<file path="config.mk">
export PLATFORM = sky130hd
export DESIGN_NAME = dualtimer_apb_sequencer
export DESIGN_NICKNAME = d
export VERILOG_FILES = /design/src/rtl/dualtimer_apb_sequencer.sv
export SDC_FILE = /design/constraint.sdc
export NUM_CORES = 1
export LEC_CHECK = 0
export BUFFER_PORTS_ARGS = -buffer_cell sky130_fd_sc_hd__buf_2
export CORE_MARGIN = 2
export CORE_UTILIZATION = 30
export CTS_BUF_LIST = sky130_fd_sc_hd__clkbuf_8
export DETAILED_ROUTE_END_ITERATION = 10
export PLACE_DENSITY = 0.55
export RECOVER_POWER = 25
export SETUP_SLACK_MARGIN = 0.1
export SLEW_MARGIN = 20
export SYNTH_ARGS = -nofsm -noshare
export SYNTH_HDL_FRONTEND = slang
export SYNTH_SLANG_ARGS = --single-unit
export TNS_END_PERCENT = 100
</file>
<file path="constraint.sdc">
create_clock -name PCLK -period 4.32 [get_ports PCLK]
set_input_delay 0.432 -clock PCLK [delete_from_list [all_inputs] [get_ports PCLK]]
set_output_delay 0.432 -clock PCLK [all_outputs]
set_load 0.1 [all_outputs]
</file>
<file path="src/rtl/dualtimer_apb_sequencer.sv">
// dualtimer_apb_sequencer
// APB write-only master that programs the dual-timer peripheral.
// A host request runs a four-write configuration sequence on timer 1 or timer 2.
// Between sequences the master clears TIMINT1/TIMINT2 round-robin and counts
// each serviced interrupt in a saturating counter.
module dualtimer_apb_sequencer #(
  parameter int         CNT_W   = 16,
  parameter logic [9:0] T2_BASE = 10'h008
) (
  input  logic             PCLK,
  input  logic             PRESET,
  input  logic             cfg_start,
  input  logic             cfg_timer_sel,
  input  logic [31:0]      cfg_load,
  input  logic [31:0]      cfg_bgload,
  input  logic [7:0]       cfg_ctrl,
  output logic             cfg_busy,
  output logic             cfg_done,
  output logic             cfg_err,
  output logic             PSEL,
  output logic             PENABLE,
  output logic [9:0]       PADDR,
  output logic             PWRITE,
  output logic [31:0]      PWDATA,
  input  logic             PREADY,
  input  logic             PSLVERR,
  input  logic             TIMINT1,
  input  logic             TIMINT2,
  output logic [CNT_W-1:0] irq_cnt1,
  output logic [CNT_W-1:0] irq_cnt2
);

  typedef enum logic [1:0] {IDLE, SETUP, ACCESS, HOLD} state_t;

  localparam logic [9:0] OFF_LOAD    = 10'd0;
  localparam logic [9:0] OFF_CONTROL = 10'd2;
  localparam logic [9:0] OFF_INTCLR  = 10'd3;
  localparam logic [9:0] OFF_BGLOAD  = 10'd6;

  state_t state;
  state_t state_nxt;

  logic             cfg_mode;
  logic [1:0]       op;
  logic             sel_q;
  logic [31:0]      load_q;
  logic [31:0]      bgload_q;
  logic [7:0]       ctrl_q;
  logic             irq_tgt;
  logic             pref;
  logic [9:0]       addr_q;
  logic [31:0]      data_q;
  logic             done_q;
  logic             err_q;
  logic [CNT_W-1:0] cnt1_q;
  logic [CNT_W-1:0] cnt2_q;

  logic start_ok;
  logic irq_go;
  logic irq_pick;
  logic xfer_done;
  logic last_op;

  // Address and data of configuration write k; CONTROL is first written with enable cleared
  function automatic logic [41:0] cfg_word(input logic [1:0]  k,
                                           input logic        s,
                                           input logic [31:0] ld,
                                           input logic [31:0] bg,
                                           input logic [7:0]  ct);
    logic [9:0] base;
    logic [41:0] w;
    base = s ? T2_BASE : 10'h000;
    case (k)
      2'd0:    w = {base + OFF_CONTROL, {24'b0, 1'b0, ct[6:0]}};
      2'd1:    w = {base + OFF_LOAD, ld};
      2'd2:    w = {base + OFF_BGLOAD, bg};
      default: w = {base + OFF_CONTROL, {24'b0, ct}};
    endcase
    return w;
  endfunction

  assign start_ok  = (state == IDLE) && cfg_start;
  assign irq_go    = (state == IDLE) && !cfg_start && (TIMINT1 || TIMINT2);
  assign irq_pick  = (TIMINT1 && TIMINT2) ? pref : TIMINT2;
  assign xfer_done = (state == ACCESS) && PREADY;
  assign last_op   = !cfg_mode || (op == 2'd3);

  // State register
  always_ff @(posedge PCLK) begin
    if (PRESET) state <= IDLE;
    else        state <= state_nxt;
  end

  // Next-state logic: SETUP always lasts one cycle, ACCESS waits for PREADY
  always_comb begin
    state_nxt = state;
    case (state)
      IDLE:    if (start_ok || irq_go) state_nxt = SETUP;
      SETUP:   state_nxt = ACCESS;
      ACCESS:  if (PREADY) begin
                 if (!last_op)     state_nxt = SETUP;
                 else if (cfg_mode) state_nxt = IDLE;
                 else              state_nxt = HOLD;
               end
      HOLD:    state_nxt = IDLE;
      default: state_nxt = IDLE;
    endcase
  end

  // Bus control outputs decoded from the state; busy only reflects config sequences
  always_comb begin
    PSEL     = (state == SETUP) || (state == ACCESS);
    PENABLE  = (state == ACCESS);
    cfg_busy = PSEL && cfg_mode;
  end

  // Request capture and per-transfer address/data, loaded just before each SETUP
  always_ff @(posedge PCLK) begin
    if (PRESET) begin
      cfg_mode <= 1'b0;
      op       <= 2'd0;
      sel_q    <= 1'b0;
      load_q   <= '0;
      bgload_q <= '0;
      ctrl_q   <= '0;
      irq_tgt  <= 1'b0;
      addr_q   <= '0;
      data_q   <= '0;
    end else if (start_ok) begin
      cfg_mode <= 1'b1;
      op       <= 2'd0;
      sel_q    <= cfg_timer_sel;
      load_q   <= cfg_load;
      bgload_q <= cfg_bgload;
      ctrl_q   <= cfg_ctrl;
      {addr_q, data_q} <= cfg_word(2'd0, cfg_timer_sel, cfg_load, cfg_bgload, cfg_ctrl);
    end else if (irq_go) begin
      cfg_mode <= 1'b0;
      irq_tgt  <= irq_pick;
      addr_q   <= (irq_pick ? T2_BASE : 10'h000) + OFF_INTCLR;
      data_q   <= 32'h0000_0001;
    end else if (xfer_done && !last_op) begin
      op <= op + 2'd1;
      {addr_q, data_q} <= cfg_word(op + 2'd1, sel_q, load_q, bgload_q, ctrl_q);
    end
  end

  // Completion pulse and sticky slave-error flag
  always_ff @(posedge PCLK) begin
    if (PRESET) begin
      done_q <= 1'b0;
      err_q  <= 1'b0;
    end else begin
      done_q <= xfer_done && cfg_mode && (op == 2'd3);
      if (start_ok)                err_q <= 1'b0;
      else if (xfer_done && PSLVERR) err_q <= 1'b1;
    end
  end

  // Saturating interrupt counters and round-robin preference update
  always_ff @(posedge PCLK) begin
    if (PRESET) begin
      cnt1_q <= '0;
      cnt2_q <= '0;
      pref   <= 1'b0;
    end else if (xfer_done && !cfg_mode) begin
      pref <= ~irq_tgt;
      if (!irq_tgt) begin
        if (cnt1_q != {CNT_W{1'b1}}) cnt1_q <= cnt1_q + CNT_W'(1);
      end else begin
        if (cnt2_q != {CNT_W{1'b1}}) cnt2_q <= cnt2_q + CNT_W'(1);
      end
    end
  end

  assign PADDR    = addr_q;
  assign PWDATA   = data_q;
  assign PWRITE   = 1'b1;
  assign cfg_done = done_q;
  assign cfg_err  = err_q;
  assign irq_cnt1 = cnt1_q;
  assign irq_cnt2 = cnt2_q;

endmodule

</file>
Word-level counts from Yosys, hierarchy flattened. Index checks and enable logic that the tools add are counted.

Add/sub/neg operators: 7. Eq/ne operators: 10. Muxes and demuxes: 18. Bitwise operators: 3. Reduce and logical (&&, ||, !) cells: 29.

Operators with widths (number): one-hot mux 37 bit (3 select lines) (1); adder 16 x 1 -> 16 bit (second input constant) (2); inequality test 16 bit (second input constant) (2); 2-to-1 mux 10 bit (3); 2-to-1 mux 7 bit (3); adder 4 x 2 -> 5 bit (second input constant) (3); 2-to-1 mux 4 bit (3); logical AND 1 bit (11); == test 2 bit (second input constant) (4); 2-to-1 mux 2 bit (4); one-hot mux 2 bit (4 select lines) (1); AND reduction 2 bit (3); AND reduction 3 bit (2); adder 4 x 3 -> 5 bit (second input constant) (1); == test 2 x 1 -> 1 bit (second input constant) (2); logical NOT 2 bit (2); logical OR 1 bit (4); inequality test 2 x 1 -> 1 bit (second input constant) (2); logical NOT 1 bit (3); 2-to-1 mux 1 bit (3); NOT 1 bit (3); nonzero test 3 bit (1); OR reduction 3 bit (1); adder 2 x 1 -> 2 bit (second input constant) (1); other kinds (2) (2).

Register bits: 156. Logic and storage cells: 83.

Logic depth before layout (Yosys ltp).
Depth after elaboration: 7. Gate-level depth with buffers: 8. Gate-level depth less buffers: 6.

Worst setup path before layout. No wires, ideal clock.

Path kind: flip-flop to flip-flop. Start: register state[0]. End: register cnt2_q[14] (netlist: irq_cnt2[14]). Setup time: 0.121 ns. Data arrival time: 2.581 ns. Required time: 4.199 ns. Slack: 1.619 ns. Stages on the path, launching flop included: 9. Clock period less this slack: 2.701 ns. Cells stage by stage: dfxtp_1 inv_1 ha_1 buf_6 and4b_1 buf_4 nand4_4 nor4_1 mux2_2.

Longest elaborated chain between the ends: 4.

Ends and longest elaborated chain: start, declared (line 40) `state_t state;`; start signal, assigned (line 91) `else state <= state_nxt;`; == test 2 bit; net PENABLE (line 21) `output logic PENABLE,`; logical AND 1 bit (line 85) `assign xfer_done = (state == ACCESS) && PREADY;`; logical AND 1 bit (line 166) `end else if (xfer_done && !cfg_mode) begin`; AND reduction 3 bit (no source line); end signal, assigned (line 171) `if (cnt2_q != {CNT_W{1'b1}}) cnt2_q <= cnt2_q + CNT_W'(1);`; end, declared (line 56) `logic [CNT_W-1:0] cnt2_q;`.

The timed path passes the listed nets, and every way through them passes these cells. A chain may end at the register's enable or synchronous reset.

Worst setup path after layout.
Start: register state[0]. End: register cnt2_q[15] (netlist: irq_cnt2[15]).

Longest elaborated chain between the ends: 4.

Ends and longest elaborated chain (line): == test 2 bit (85); logical AND 1 bit (85); logical AND 1 bit (166); AND reduction 3 bit (no source line).

No other way between the ends.

==> implementation parameters <==
Parameter                              Value

Run status
  Result of the run    finished clean

STA
  Max Transition Viols Final    0
  Final worst path period need    2.38 ns
  Maximum clock rate    420 MHz
  Slew of the pin with the lowest slew margin    1.31 ns
  Worst rel slew slack    13.3%
  Final count of negative-setup-slack endpoints    0
  Worst Skew    0.0202 ns
  Count of final hold-check violations    0
  Setup TNS    0 ns
  Unrepaired setup endpoints after global routing    no
  Period utilization    between 50% and 60%

Route
  DR vias/cell    a little under 5
  Total number of vias    6024
  Count of TritonRoute iterations in the first routing pass    5
  Antenna viol nets, final    0
  DRC marker count from the first detailed-route iteration    340
  Routed wirelength normalized by instance count    15.1 microns
  Drc violations    0
  Total Routed Length    18300 microns

Cells and area
  Ratio of cells with drive above 1 in the final layout    16.5%
  Fill cell count    2326
  Footprint of the flip-flops and latches    0.00300 sq mm
  Count of nets after finishing    1017
  Relative area change from synthesis to final layout    18.2%
  Area occupied by multi-input gates    ~0.0032 sq mm

Setup path
  Worst Setup Start Kind    register
  Data required time at the worst endpoint    4.65 ns
  Kind of critical path    register to register
  Kind of end point of the critical path    register
  Crit path max fanout    11
  CP arrival    2.72 ns

Clock network
  Inserted Clock Buffers    17
  Hold buffer count at cts    0
  TritonCTS clock tree    yes
  Worst-case clock buffer depth    2
  Clock insertion delay at the later pin of the skew report    0.45 ns
  Clk Tree Root Cell    clkbuf_8
  Max H-tree Level    4
  CTS clock-pin slew for the worst setup and hold paths    0.10 ns
  Clock tree sinks    150
  Setup fix buffers added after clock tree synthesis    0
  CTS-repair resized insts    0

Placement
  Post-detailed-placement half-perimeter wirelength    12200 microns
  Final GP Congestion    0.755
  Count of input and output buffers    152

Global routing
  Aggregate global-route resource usage    between 15 and 20%
  Gr ovfl total    0
  Initial antenna violation count    2
  Number of global-route vias before repair    5490
  First-pass GRT wire length    28800 microns
  Maximum number of pins on one net before global-route repair    70

Power
  Power density cells    493 mW/mm^2
  Lkg Pwr    2.77 nW
  Worst ir drop on vdd    around 0.23 mV
  Power after layout    0.00378 W

Synth
  Ys flop type    dfxtp_1
  Register area share after synthesis    46.3%
  Distinct cell type count of the synthesized netlist    47
  Fraction of registers with async set/reset    0%
  Synthesis-stage register bit count    150
  Count of synthesis-stage warnings from yosys    0
  Cells after synthesis    811
  Number of flops mapped to enable cells by yosys    0
  Synthesized area    0.00648 sq mm
  Average cell area after synthesis    7.99 sq um

Floorplan
  CORE AREA    0.0211 sq mm
  Die Span Y    151 microns
  Die Span X    around 150 microns
  Initial standard-cell utilization of the core    approximately 31%
  Row Count    between 50 and 60
  Area enclosed by the die boundary    roughly 0.023 sq mm
  IO Pins    160

Hold path
  Kind of path behind the tightest hold check    input port to register

Job
  Max-capacitance violation count    0
per-stage QoR:
| stage | worst slack, ns | instances | cell area (sq um) | util, % | hold slack, ns |
|---|---|---|---|---|---|
| floorplan | 1.62 | 816 | 6500 | - | 0.433 |
| global placement | 2.04 | 1183 | 7360 | 34.9 | 0.440 |
| detailed placement | 1.97 | 1183 | 7360 | 34.9 | 0.445 |
| CTS | 1.94 | 1215 | 7720 | 36.6 | 0.172 |
| global route | 1.70 | 1216 | 7660 | 36.3 | 0.180 |
| finish | 1.94 | 1217 | 7660 | 36.3 | 0.207 |
cells in the mapped netlist (all sizes together), types with 2 or more instances:
| cell | instances | area share, % |
|---|---|---|
| conb | 2 | 0.12 |
| nand2 | 178 | 10 |
| a21oi | 129 | 10 |
| nor2 | 47 | 2.7 |
| o211ai | 8 | 0.93 |
| and4 | 7 | 0.95 |
| buf | 23 | 2.2 |
| nor3 | 36 | 2.8 |
| a31oi | 3 | 0.29 |
| a211oi | 11 | 1.3 |
| a22oi | 32 | 3.7 |
| or3 | 8 | 0.77 |
| dfxtp | 150 | 46 |
| nand4b | 2 | 0.27 |
| nor2b | 6 | 0.58 |
| and4b | 2 | 0.31 |
| nand3 | 11 | 0.93 |
| nor4 | 7 | 0.91 |
| nand3b | 2 | 0.23 |
| and2 | 3 | 0.29 |
| nand2b | 2 | 0.19 |
| nand4 | 12 | 1.5 |
| mux2 | 5 | 0.87 |
| clkbuf | 45 | 2.6 |
| ha | 10 | 1.9 |
| o31ai | 16 | 1.9 |
| or4 | 13 | 1.5 |
| inv | 11 | 0.64 |
| o21ai | 22 | 1.7 |
path summary, 6_finish.rpt:
kind	to	slack, ns	from	cells after the start
worst max-delay path	irq_cnt2[15]	1.94	state[0]	6
worst min-delay path	bgload_q[18]	0.21	cfg_bgload[18]	3
worst max register to register	irq_cnt2[15]	1.94	state[0]	6
worst min register to register	bgload_q[28]	0.46	bgload_q[28]	2
sequential cells by signal, indices dropped and copies added, names as in the netlist:
signal / count
state: 2
sel_q: 1
pref: 1
irq_cnt1: 16
PWDATA: 32
ctrl_q: 8
irq_tgt: 1
load_q: 32
cfg_mode: 1
PADDR: 4
cfg_done: 1
op: 2
irq_cnt2: 16
bgload_q: 32
cfg_err: 1
report_power, final:
group          switching, W  total, W  internal (W)
clock network      0.000592   0.00102      0.000426
logic              0.000874   0.00113      0.000251
registers         0.0000881   0.00163       0.00154
cell type report:
cell class	count	area share [%]
clock inverter	14	1.47
clock buffer	18	3.23
timing repair buffer	160	9.87
tap	275	4.49
inverter	11	0.539
multi-input combinational	587	41.1
sequential	150	39.2
antenna	2	0.0653
placed cells by master (no fill, tap or decap), types with 2 or more instances in the layout:
cell / count
and2_1: 2
nor2_1: 47
clkbuf_1: 52
nor3_1: 36
or3_1: 8
buf_2: 100
clkinv_4: 2
o31ai_1: 15
inv_6: 6
conb_1: 7
nand3_1: 10
nand3b_1: 2
nand2_1: 176
dfxtp_1: 150
clkinvlp_4: 3
and4_1: 7
a211oi_1: 11
and4b_1: 2
nor2b_1: 6
or4_1: 13
a31oi_1: 3
a21oi_1: 129
nand4b_1: 2
nor4_1: 6
ha_1: 9
o211ai_1: 8
a22oi_1: 32
diode_2: 2
buf_4: 8
clkbuf_8: 18
nand4_1: 10
inv_1: 12
mux2_2: 5
o21ai_0: 21
logic make-up after synthesis:
family,count (synthesis),share of synthesized area [%]
muxes,6,1.02
and+or+nand+nor,339,24.8
AOI/OAI and AO/OA,224,20.2
buffers and inverters,79,5.48
adders and majority gates,10,1.93
xor gates and xnor gates,1,0.135
DFF,150,46.3
other,2,0.116
layer usage:
| layer | wire length (microns) | track usage, % | vias up |
|---|---|---|---|
| met1 | 8700 | 21.4 | 2788 |
| met3 | 1160 | 4.16 | 12 |
| li1 | - | - | 3079 |
| met5 | 13 | 0 | - |
| met4 | 184 | 5.28 | 2 |
| met2 | 8290 | 25.1 | 143 |
critical path, cell delays in order (launching register included):
cell     delay, ns
dfxtp_1       0.33
inv_1         0.11
ha_1          0.42
and4b_1       0.46
nand3_1       0.28
nor4_1        0.30
mux2_2        0.37
Power figures use the tool's default switching activity.
